## config.mk

```make
export PLATFORM = sky130hd
export DESIGN_NAME = mult4_ctrl
export DESIGN_NICKNAME = d
export VERILOG_FILES = /design/src/rtl/mult4_ctrl.sv
export SDC_FILE = /design/constraint.sdc
export NUM_CORES = 1
export LEC_CHECK = 0
export CAP_MARGIN = 25
export CORE_MARGIN = 2
export CORE_UTILIZATION = 26
export CTS_BUF_LIST = sky130_fd_sc_hd__clkbuf_2
export CTS_CLUSTER_DIAMETER = 40
export DETAILED_ROUTE_END_ITERATION = 6
export GPL_TIMING_DRIVEN = 0
export PLACE_DENSITY = 0.54
export SYNTH_ARGS = -nofsm -noshare
export SYNTH_HDL_FRONTEND = slang
export SYNTH_SLANG_ARGS = --single-unit
```

## constraint.sdc

```tcl
create_clock -name clk -period 1.65 [get_ports clk]
set_clock_uncertainty 0.15 [all_clocks]
set_input_delay 0.33 -clock clk [delete_from_list [all_inputs] [get_ports clk]]
set_output_delay 0.33 -clock clk [all_outputs]
set_load 0.005 [all_outputs]
```

## src/rtl/mult4_ctrl.sv

```systemverilog
// ==========================================================================
// mult4_ctrl : Moore controller sequencing a shift-add multiplier datapath.
// Option macro: MULT4_CTRL_EARLY_EXIT_EN (leave TEST for DONE once mplr_zero=1).
// Rev 1.0
// ==========================================================================
`default_nettype none

module mult4_ctrl #(
  parameter int N_BITS = 4,
  parameter int CNT_W  = 2
) (
  input  logic clk,
  input  logic rst,
  input  logic start,
  input  logic q0,
  input  logic mplr_zero,
  output logic ld_ab,
  output logic clr_p,
  output logic add_en,
  output logic ld_p,
  output logic shift,
  output logic busy,
  output logic done
);

  typedef enum logic [2:0] {
    S_IDLE  = 3'd0,
    S_LOAD  = 3'd1,
    S_TEST  = 3'd2,
    S_ADD   = 3'd3,
    S_SHIFT = 3'd4,
    S_DONE  = 3'd5
  } state_t;

  localparam logic [CNT_W-1:0] C_CNT_LAST = CNT_W'(N_BITS - 1);

  state_t           state_q, state_d;
  logic [CNT_W-1:0] cnt_q, cnt_d;
  logic             w_exit_early;

`ifdef MULT4_CTRL_EARLY_EXIT_EN
  assign w_exit_early = mplr_zero;
`else
  logic unused_mplr_zero;
  assign unused_mplr_zero = mplr_zero;
  assign w_exit_early     = 1'b0;
`endif

  always_ff @(posedge clk or negedge rst) begin
    if (!rst) begin
      state_q <= S_IDLE;
      cnt_q   <= '0;
    end else begin
      state_q <= state_d;
      cnt_q   <= cnt_d;
    end
  end

  always_comb begin
    state_d = state_q;
    cnt_d   = cnt_q;
    ld_ab   = 1'b0;
    clr_p   = 1'b0;
    add_en  = 1'b0;
    ld_p    = 1'b0;
    shift   = 1'b0;
    busy    = 1'b1;
    done    = 1'b0;
    case (state_q)
      S_IDLE: begin
        busy = 1'b0;
        if (start) state_d = S_LOAD;
      end
      S_LOAD: begin
        ld_ab   = 1'b1;
        clr_p   = 1'b1;
        cnt_d   = '0;
        state_d = S_TEST;
      end
      S_TEST: begin
        // A zero multiplier means the partial product is already final.
        if (w_exit_early) state_d = S_DONE;
        else if (q0)      state_d = S_ADD;
        else              state_d = S_SHIFT;
      end
      S_ADD: begin
        add_en  = 1'b1;
        ld_p    = 1'b1;
        state_d = S_SHIFT;
      end
      S_SHIFT: begin
        shift = 1'b1;
        if (cnt_q == C_CNT_LAST) begin
          state_d = S_DONE;
        end else begin
          cnt_d   = cnt_q + 1'b1;
          state_d = S_TEST;
        end
      end
      S_DONE: begin
        done    = 1'b1;
        state_d = S_IDLE;
      end
      default: begin
        busy    = 1'b0;
        state_d = S_IDLE;
      end
    endcase
  end

endmodule

`default_nettype wire

```

==> impl_metrics.env <==
export IMPL_ir_drop_mv=0.7788
export IMPL_synth_ff_type="dfrtp_1"
export IMPL_clkTransAtPathRegs_ns=0.06
export IMPL_vias=341
export IMPL_status="finished, violations left"
export IMPL_finalWirelength_um=986
export IMPL_numCtsBuffers=3
export IMPL_netlist_cell_type_count=19
export IMPL_r2r_cells=4
export IMPL_syn_area_um2=354.1
export IMPL_firstDrtPassIters=4
export IMPL_cts_root_buffer="clkbuf_2"
export IMPL_slew_headroom_pct=84.22
export IMPL_synth_cells=33
export IMPL_antenna_left=0
export IMPL_synth_top_area_share_pct=35.34
export IMPL_worstMarginPinSlew_ns=0.2359
export IMPL_setup_viol_count_final=2
export IMPL_worstPathRequired_ns=1.17
export IMPL_cp_start_kind="register"
export IMPL_grt_overflow=0
export IMPL_cp_end_kind="primary output"
export IMPL_insertion_delay_ns=0.21
export IMPL_die_area_mm2=0.001673
export IMPL_core_area_mm2=0.001285
export IMPL_yosysWarnings=0
export IMPL_ys_top_cells_by_count="5 x dfrtp_1, 4 x a22o_1, 4 x buf_4"
export IMPL_synth_seq_cells=5
export IMPL_period_share_pct=101.0
export IMPL_postLayoutCellArea_um2=584.3
export IMPL_syn_nets=39
export IMPL_layout_drive_gt1_share_pct=57.14
export IMPL_syn_area_per_cell_um2=10.73
export IMPL_grt_max_degree=9
export IMPL_drc=0
export IMPL_drv_cap=0
export IMPL_r2r_start="cnt_q[0]"
export IMPL_port_buffers=10
export IMPL_hold_buffers=0
export IMPL_grt_pass1_wl_um=1580
export IMPL_arrival_ns=1.19
export IMPL_dp_cells=58
export IMPL_p_leak_nw=0.2947
export IMPL_drv_slew=0
export IMPL_hold_class="input pin to async pin"
export IMPL_antenna_cells=0
export IMPL_synthArstFlopShare_pct=100.0
export IMPL_p_per_area_mw_per_mm2=1942
export IMPL_ios=12
export IMPL_h_tree_depth=1
export IMPL_rrSetupSlack_ns=0.20
export IMPL_rows=13
export IMPL_nets=63
export IMPL_synth_edff_count=0
export IMPL_clock_tree_buffer_depth=2
export IMPL_gp_congestion=0.6771
export IMPL_netlist_top_cells_area="dfrtp_1 35%, a22o_1 9.9%, buf_4 8.5%"
export IMPL_drt_iter0_markers=6
export IMPL_synth_top_cell_by_area="dfrtp_1"
export IMPL_chipWidth_um=40.91
export IMPL_grt_pass1_vias=361
export IMPL_final_hold_violation_count=0
export IMPL_drt_wirelength_per_cell_um=13.89
export IMPL_start_util_pct=27.56
export IMPL_post_place_ws_ns=-0.4017
export IMPL_final_setup_worst_slack_ns=-0.01622
export IMPL_via_per_inst=4.803
export IMPL_antenna_found_initial=0
export IMPL_layout_cells_non_filler=71
export IMPL_violations="setup timing"
export IMPL_critPathMaxFanout=8
export IMPL_path_class="register to primary output"
export IMPL_min_period_ns=1.666
export IMPL_yosys_cell_count_top_type="dfrtp_1"
export IMPL_fp_dieH_um=40.91
export IMPL_post_dp_hpwl_um=602.8
export IMPL_regArea_um2=125.1
export IMPL_rsz0062_at_grt="yes"
export IMPL_cts_tree="done"
export IMPL_ys_seq_area_share_pct=35.34
export IMPL_syn2layout_area_growth_pct=65.02
export IMPL_setup_tns_final_ns=-0.02306
export IMPL_multiInputGateArea_um2=215.2
export IMPL_globalRouteTotalUtil_pct=15.73
export IMPL_place_area_um2=473.0
export IMPL_final_fill_count=134
export IMPL_fmax_ghz=0.6002
export IMPL_cts_sinks=5
export IMPL_r2r_end="cnt_q[0]"
## critical path: stages (launching register included)
cell	delay, ns
dfrtp_1	0.37
buf_6	0.14
nor2b_4	0.13
and2_4	0.14
buf_6	0.10
buf_6	0.10
## kinds of logic (layout without fill, tap and decap cells)
logic type | Yosys count | count (layout) | share of synthesized area [%]
and+or+nand+nor | 11 | 11 | 24.03
AOI/OAI and AO/OA | 9 | 9 | 19.43
DFF | 5 | 5 | 35.34
buffers and inverters | 5 | 28 | 11.66
muxes | 2 | 2 | 6.007
adders and majority gates | 1 | 1 | 3.533
## power by group
part | switching [mW] | internal (mW) | leakage [nW]
sequential | 0.0351 | 0.173 | 0.0654
combinational | 0.330 | 0.485 | 0.213
clock | 0.0470 | 0.0642 | 0.0166
total | 0.412 | 0.723 | 0.295
## registers in the layout (all words and copies together) (netlist names)
register  cells
state_q       3
cnt_q         2
## how the worst max path moves through the flow
stage / startpoint / endpoint
floorplan: state_q[2] / ld_p
global placement: state_q[2] / ld_p
detailed placement: state_q[2] / ld_p
CTS: state_q[1] / ld_p
global route: state_q[2] / ld_ab
finish: state_q[1] / ld_p
## per-layer routing
layer	GRT usage [%]	part of all wire (%)
met4	15.00	1.9
met5	0	0
met2	29.30	58
met3	1.630	3.8
met1	14.38	37
## stage by stage
step	hold slack, ns	utilization [%]	power [mW]
after global routing	0.1693	45.47	1.214
after global placement	0.3603	36.81	0.7710
after detailed placement	0.3874	36.81	0.8003
after floorplan	-0.1156	-	0.5853
final	0.1925	45.47	1.135
after CTS	0.1806	44.11	1.099
## cell type report
cell class	count	share of cell area (%)
multi-input cells	23	36.83
repair buffers	19	26.12
flip-flops and latches	5	21.41
plain buffers	5	8.994
clock buffers	4	3.426
well taps	15	3.212
## cell usage in the layout (no fill, tap or decap)
cell type        netlist  routed
and3b_1                1       1
and2_4                 0       1
clkbuf_2               0       4
a21oi_1                2       2
nor3b_4                0       2
a22o_1                 4       4
buf_6                  1       8
nor2b_1                2       1
buf_2                  0       5
mux2_2                 1       1
o21bai_1               2       2
mux2i_1                1       1
a2bb2oi_1              1       1
ha_1                   1       1
clkdlybuf4s50_1        0       3
nand2b_1               1       1
nor2_1                 1       1
nor3b_1                1       1
dfrtp_1                5       5
buf_4                  4       8
nor3_2                 1       2
nor2b_4                0       1
## what timing repair did
item                       CTS  global route
setup buffers                8             0
gates resized for setup     38             4
setup endpoints to repair    7             6
pin swaps                    3             1
cloned                       1             0
No activity file was read; power rests on OpenSTA's default activity.
